File: src/rtl/pa_pkg.sv
// Shared constants and types for the pa pipeline writeback slice.
// Optional macro PA_ZERO_REG_EN makes register 0 a hardwired zero.
package pa_pkg;

  localparam int PA_DATA_W = 32;
  localparam int PA_ADDR_W = 5;
  localparam int PA_NUM_RD = 2;
  localparam int PA_CNT_W  = 32;

  localparam int PA_RD_ADDR_W = PA_NUM_RD * PA_ADDR_W;
  localparam int PA_RD_DATA_W = PA_NUM_RD * PA_DATA_W;

  typedef logic [PA_ADDR_W-1:0] reg_addr_t;
  typedef logic [PA_DATA_W-1:0] data_t;

endpackage

File: src/rtl/pa_rf_array.sv
// Register file storage: one write port, NUM_RD combinational reads.
// With PA_ZERO_REG_EN, entry 0 is never written and always reads 0.
module pa_rf_array
  import pa_pkg::*;
#(
  parameter int DATA_W = PA_DATA_W,
  parameter int ADDR_W = PA_ADDR_W,
  parameter int NUM_RD = PA_NUM_RD
) (
  input  logic                     clk,
  input  logic                     rst_n,
  input  logic                     we,
  input  logic [ADDR_W-1:0]        waddr,
  input  logic [DATA_W-1:0]        wdata,
  input  logic [NUM_RD*ADDR_W-1:0] raddr,
  output logic [NUM_RD*DATA_W-1:0] rdata
);

  localparam int DEPTH = 1 << ADDR_W;

  logic [DATA_W-1:0] mem [DEPTH];
  logic              we_eff;

`ifdef PA_ZERO_REG_EN
  assign we_eff = we && (waddr != '0);
`else
  assign we_eff = we;
`endif

  always_ff @(posedge clk or negedge rst_n) begin
    if (!rst_n) begin
      for (int i = 0; i < DEPTH; i++) begin
        mem[i] <= '0;
      end
    end else if (we_eff) begin
      mem[waddr] <= wdata;
    end
  end

  for (genvar g = 0; g < NUM_RD; g++) begin : g_rd
    logic [ADDR_W-1:0] ra;
    assign ra = raddr[g*ADDR_W +: ADDR_W];
`ifdef PA_ZERO_REG_EN
    assign rdata[g*DATA_W +: DATA_W] = (ra == '0) ? '0 : mem[ra];
`else
    assign rdata[g*DATA_W +: DATA_W] = mem[ra];
`endif
  end

endmodule

File: src/rtl/pa_writeback_rf.sv
// Writeback stage: one-entry staging register, regfile, forwarding reads.
// Macro PA_ZERO_REG_EN: register 0 reads zero, no forwarding for addr 0.
module pa_writeback_rf
  import pa_pkg::*;
#(
  parameter int DATA_W = PA_DATA_W,
  parameter int ADDR_W = PA_ADDR_W,
  parameter int NUM_RD = PA_NUM_RD,
  parameter int CNT_W  = PA_CNT_W
) (
  input  logic                     clk,
  input  logic                     rst_n,
  input  logic                     wb_valid,
  output logic                     wb_ready,
  input  logic [ADDR_W-1:0]        wb_addr,
  input  logic [DATA_W-1:0]        wb_data,
  input  logic                     commit_stall,
  input  logic [NUM_RD*ADDR_W-1:0] rd_addr,
  output logic [NUM_RD*DATA_W-1:0] rd_data,
  output logic                     commit_valid,
  output logic [ADDR_W-1:0]        commit_addr,
  output logic [CNT_W-1:0]         commit_count
);

  logic              s_valid;
  logic [ADDR_W-1:0] s_addr;
  logic [DATA_W-1:0] s_data;
  logic              commit;
  logic              xfer;
  logic [NUM_RD*DATA_W-1:0] rf_rdata;

  assign wb_ready = !s_valid || !commit_stall;
  assign commit   = s_valid && !commit_stall;
  assign xfer     = wb_valid && wb_ready;

  // Transfer and commit may share an edge: old entry retires, new one lands.
  always_ff @(posedge clk or negedge rst_n) begin
    if (!rst_n) begin
      s_valid <= 1'b0;
      s_addr  <= '0;
      s_data  <= '0;
    end else if (xfer) begin
      s_valid <= 1'b1;
      s_addr  <= wb_addr;
      s_data  <= wb_data;
    end else if (commit) begin
      s_valid <= 1'b0;
    end
  end

  always_ff @(posedge clk or negedge rst_n) begin
    if (!rst_n) begin
      commit_valid <= 1'b0;
      commit_addr  <= '0;
      commit_count <= '0;
    end else begin
      commit_valid <= commit;
      if (commit) begin
        commit_addr  <= s_addr;
        commit_count <= commit_count + CNT_W'(1);
      end
    end
  end

  pa_rf_array #(
    .DATA_W (DATA_W),
    .ADDR_W (ADDR_W),
    .NUM_RD (NUM_RD)
  ) u_rf (
    .clk   (clk),
    .rst_n (rst_n),
    .we    (commit),
    .waddr (s_addr),
    .wdata (s_data),
    .raddr (rd_addr),
    .rdata (rf_rdata)
  );

  for (genvar g = 0; g < NUM_RD; g++) begin : g_fwd
    logic [ADDR_W-1:0] ra;
    logic              hit;
    assign ra = rd_addr[g*ADDR_W +: ADDR_W];
`ifdef PA_ZERO_REG_EN
    assign hit = s_valid && (s_addr == ra) && (ra != '0);
`else
    assign hit = s_valid && (s_addr == ra);
`endif
    assign rd_data[g*DATA_W +: DATA_W] =
      hit ? s_data : rf_rdata[g*DATA_W +: DATA_W];
  end

endmodule

File: config.mk
export PLATFORM = sky130hd
export DESIGN_NAME = pa_writeback_rf
export DESIGN_NICKNAME = d
export VERILOG_FILES = /design/src/rtl/pa_pkg.sv /design/src/rtl/pa_rf_array.sv /design/src/rtl/pa_writeback_rf.sv
export SDC_FILE = /design/constraint.sdc
export NUM_CORES = 2
export LEC_CHECK = 0
export ABC_CLOCK_PERIOD_IN_PS = 4900
export CAP_MARGIN = 5
export CORE_MARGIN = 3
export CORE_UTILIZATION = 50
export DETAILED_ROUTE_END_ITERATION = 16
export PLACE_DENSITY = 0.78
export SYNTH_ARGS = -nofsm -noshare
export SYNTH_HDL_FRONTEND = slang
export SYNTH_SLANG_ARGS = --single-unit
File: constraint.sdc
create_clock -name clk -period 4.9 [get_ports clk]
set_input_delay 0.735 -clock clk [delete_from_list [all_inputs] [get_ports clk]]
set_output_delay 0.735 -clock clk [all_outputs]
set_load 0.01 [all_outputs]
Word level (Yosys, flattened, before mapping)
Cells that the tools add are included.
{"block": "totals", "reg_bits": 1100, "inputBits": 51, "output_inout_bits": 103, "word_cells": 70}
{"block": "classes", "addsub": 1, "n_lt_le_gt_ge": 4, "eq_ne": 2, "n_mux": 13, "n_bitwise": 3, "n_reduce_logical": 9}
{"operator": "$bwmux W1024", "n": 1}
{"operator": "$bmux W32 S5", "n": 2}
{"operator": "$mux W32", "n": 7}
{"operator": "$demux W32 S5", "n": 1}
{"operator": "$add A32 B1 Y32 const B", "n": 1}
{"operator": "$ge A6 B6 Y1 const B", "n": 3}
{"operator": "$not A5 Y6", "n": 3}
{"operator": "$eq A5 B5 Y1", "n": 2}
{"operator": "$lt A6 B1 Y1 const B", "n": 1}
{"operator": "$logic_and A1 B1 Y1", "n": 5}
{"operator": "$logic_not A1 Y1", "n": 2}
{"operator": "$mux W1", "n": 2}
{"operator": "$reduce_bool A2 Y1", "n": 1}
{"operator": "$logic_or A1 B1 Y1", "n": 1}

Longest topological paths before layout
{"block": "logic_depth", "word_depth": 6, "mapped_depth": 8, "mapped_depth_nobuf": 6}

Hierarchy
From an unflattened synthesis, not the netlist that was laid out.
{"block": "hier_totals", "hier_cells": 4928, "area_unflattened_um2": 60276.6}
{"module": "pa_rf_array", "n_inst": 1, "cells_per_inst": 4605, "area_each_um2": 56245.2, "seq_area_each_um2": 25624.6}
{"module": "pa_writeback_rf", "n_inst": 1, "cells_per_inst": 323, "area_each_um2": 4031.4, "seq_area_each_um2": 1901.8}

Least setup slack after synthesis
No wires, ideal clock.
{"block": "synth_path", "path_kind": "in2out", "from": "input rd_addr[0]", "to": "output rd_data[10]", "arrival_time_ns": 2.122, "required_ns": 4.165, "setup_slack_ns": 2.043, "stages": 7, "path_buffers": 4, "cell_sequence": "buf_4 -> buf_6 -> xnor2_1 -> and3_1 -> buf_2 -> buf_2 -> o41ai_2"}
{"block": "synth_via", "elab_chain_len": 5, "word_cells_on_any_way": 7, "classes_between": "1 x eq/ne; 4 x mux; 1 x bitwise; 1 x reduce/logical"}
{"item": "start: declaration", "line": "pa_writeback_rf.sv:18", "rtl": "input logic [NUM_RD*ADDR_W-1:0] rd_addr,"}
{"item": "$not A5 Y6 (implied by the code)", "line": "pa_rf_array.sv:46", "rtl": "assign rdata[g*DATA_W +: DATA_W] = mem[ra];"}
{"item": "$bmux W32 S5", "line": "pa_rf_array.sv:46"}
{"item": "$mux W32 (implied by the code) (2 in series)", "line": "pa_rf_array.sv:46"}
{"item": "$mux W32 (*)", "line": "pa_writeback_rf.sv:89", "rtl": "hit ? s_data : rf_rdata[g*DATA_W +: DATA_W];"}
{"item": "end: declaration", "line": "pa_writeback_rf.sv:19", "rtl": "output logic [NUM_RD*DATA_W-1:0] rd_data,"}
Every way passes the cells marked *; elsewhere a longest branch is shown, timed or not. The select of a mux whose other input is x is not followed.

Worst setup path in the final report
{"block": "layout_path", "from": "input rd_addr[1]", "to": "output rd_data[0]"}
The elaborated chain is that of the path after synthesis.

==> flow_metrics.tcl <==
set metrics [dict create \
    cts_tree "built" \
    antenna_found_initial 5 \
    yosysWarnings 0 \
    drive_gt1_share_pct 26.3 \
    status "finished clean" \
    syn_avg_cell_area_sq_um 12.8 \
    hpwl_um 109000 \
    skew_ns 0.0269 \
    critPathLaunchType "primary input" \
    pin_count 154 \
    ys_types 41 \
    ys.flop_type "dfrtp_1" \
    preCtsSetupSlack_ns 0.173 \
    p_comb_share_pct 26.3 \
    worstPathMaxFanout 30 \
    grt_pass1_wl_um 273000 \
    ys_seq_area_share_pct 45.9 \
    grt_overflow 0 \
    cts_buffers 113 \
    async_reset_ff_share_pct 100 \
    fin_hold_ws_ns 0.135 \
    clock_latency_ns 0.72 \
    synth_edf_count 0 \
    utilization_pct 57.1 \
    relSlewSlack_pct 20.2 \
    worst_hold_path_type "primary input to async pin" \
    p_leak_uw 0.0319 \
    vias 42132 \
    mappedNetlistArea_sq_um 60000 \
    switching_share_pct 31.4 \
    syn-num-nets 4731 \
    n_fill_cell 9428 \
    drt-total-wl_um 182000 \
    detail_route.first_pass.iterations 6 \
    finalWorstSetupSlack_ns 0.125 \
    power.share.clock_pct 27.6 \
    final_nets 4740 \
    vias_per_cell 6.60 \
    end_kind "output pin" \
    power_switching_uw 10400 \
    place_congestion 0.867 \
    vdd_drop_max_mv 0.295 \
    die-width_um 352 \
    syn2layout_area_growth_pct 12.8 \
    postCtsSetupBuffers 0 \
    drc 0 \
    fin_crit_sh_pct 97.5 \
    p_total_uw 33000 \
    min_period_ns 4.78 \
    drv_slew 0 \
    die_height_um 352 \
    row_count 126 \
    post_cts_resized 0 \
    rsz0062_at_grt "no" \
    synth_top_cell_area_share_pct 45.9 \
    grt_pass1_vias 42807 \
    crit_required_ns 4.16 \
    power.share.sequential_pct 46.1 \
    detail-route-antenna-nets 0 \
    finalHoldViolCount 0 \
    synth.area.top_cells "dfrtp_1, mux2i_1, mux2_2" \
    fmax_mhz 209 \
    placement.io_buffers 153 \
    worstPathArrival_ns 4.04 \
    drtIter0Drc 4077 \
    setup_viol 0 \
    htreeDepth 3 \
    finalSetupTns_ns 0 \
    grt_start_max_net_pins 124 \
    wl_per_cell_um 28.5 \
    synthesis.instances 4679 \
    cts.sinks 1100 \
    clk_path_buf_depth 3 \
    hold_buffers 0 \
    tightest_slew_ns 1.20 \
    initial_core_util_pct 50.6 \
    track_usage_pct 28.5 \
    core_area_sq_um 119000 \
    clkTransAtPathRegs_ns 0.06 \
    max-cap-violations 0 \
    setup.worst_path.class "primary input to output pin" \
    intPower_uw 22600 \
    die_area_sq_um 124000 \
    yosys.area.top_type "dfrtp_1" \
    ys_ff_latch 1100 \
    root_buffer "clkbuf_16" \
    power.density_nw_per_um2 487 \
]
[layer usage]
layer  global-route usage [%]  up-vias  wire length (um)
met5                        0        -                13
met4                     13.6        2              9330
li1                         -    17717                 -
met3                     6.28      524             15500
met2                     44.6     1978             82900
met1                     37.8    21911             74100
[placed cells by master, fill, tap and decap left out, types with 114 or more instances in the layout]
cell type           n
dfrtp_1          1100
mux2i_1          1024
mux2_2            728
mux2_1            333
a22oi_1           256
clkdlybuf4s50_1   150
buf_4             131
a21oi_1           128
a22o_1            128
a221oi_1          118
clkbuf_16         114
[registers in the layout, summed over array words and instances (netlist names)]
signal and cells:
s_data 32, commit_valid 1, s_addr 5, s_valid 1, commit_count 32, commit_addr 5, u_rf.mem 1024
[synth_stat cells, drive strengths merged, types with 19 or more instances]
library cell  count
mux2i          1024
dfrtp          1100
o41ai            64
mux2           1061
xnor2            22
xor2             19
o22ai            64
nor2             32
clkbuf          215
a221oi          128
a22o            128
a21oi           128
nand2           114
a22oi           256
buf             254
[power groups by stage]
stage	logic (uW)	registers, uW	clock network, uW
finish	8660	15200	9100
global route	9410	15600	9580
CTS	8650	15100	9200
detailed placement	8600	15200	0
global placement	8360	14900	0
floorplan	6600	14300	0
[logic make-up after synthesis]
group | after synthesis | synth area share [%]
flip-flops | 1100 | 45.9
multiplexers | 2085 | 37.0
XOR/XNOR | 41 | 0.598
adder cells (fa/ha/maj) | 1 | 0.0208
AND/OR/NAND/NOR | 213 | 1.68
AO/OA/AOI/OAI | 768 | 10.5
buffers and inverters | 471 | 4.33
[area by class of cell]
class	count	area [sq um]	share of cell area, %
multi-input cells	3108	30100	44.5
flip-flops and latches	1100	27500	40.7
repair buffers	363	4110	6.07
clock buffers	166	3320	4.90
well taps	1600	2000	2.96
clock inverters	44	602	0.889
diodes	4	10.0	0.0148
inverters	2	7.51	0.0111
[final timing paths]
| check | start | cells past startpoint | to | slack (ns) |
|---|---|---|---|---|
| setup / recovery | rd_addr[1] | 7 | rd_data[0] | 0.12 |
| min in group clk | commit_count[31] | 1 | commit_count[31] | 0.47 |
| setup reg to reg | s_addr[3] | 5 | u_rf.mem[1022] | 2.02 |
| hold / removal | rst_n | 1 | commit_count[29] | 0.13 |
| max in group asynchronous | rst_n | 2 | u_rf.mem[15] | 3.54 |
| hold reg to reg | commit_count[31] | 1 | commit_count[31] | 0.47 |
[metrics by stage]
stage | std cells | cell area, sq um
floorplan | 4679 | 60000
global placement | 6173 | 63800
finish | 6387 | 67700
global route | 6384 | 67700
CTS | 6383 | 67700
detailed placement | 6173 | 63800
[critical path: stages]
cell and delay [ns]:
clkdlybuf4s50_1 0.66, and2_4 0.44, buf_12 0.26, a221oi_1 0.32
o22ai_1 0.21, o41ai_2 0.68, clkdlybuf4s50_1 0.68
(Power assumes the default switching activity.)
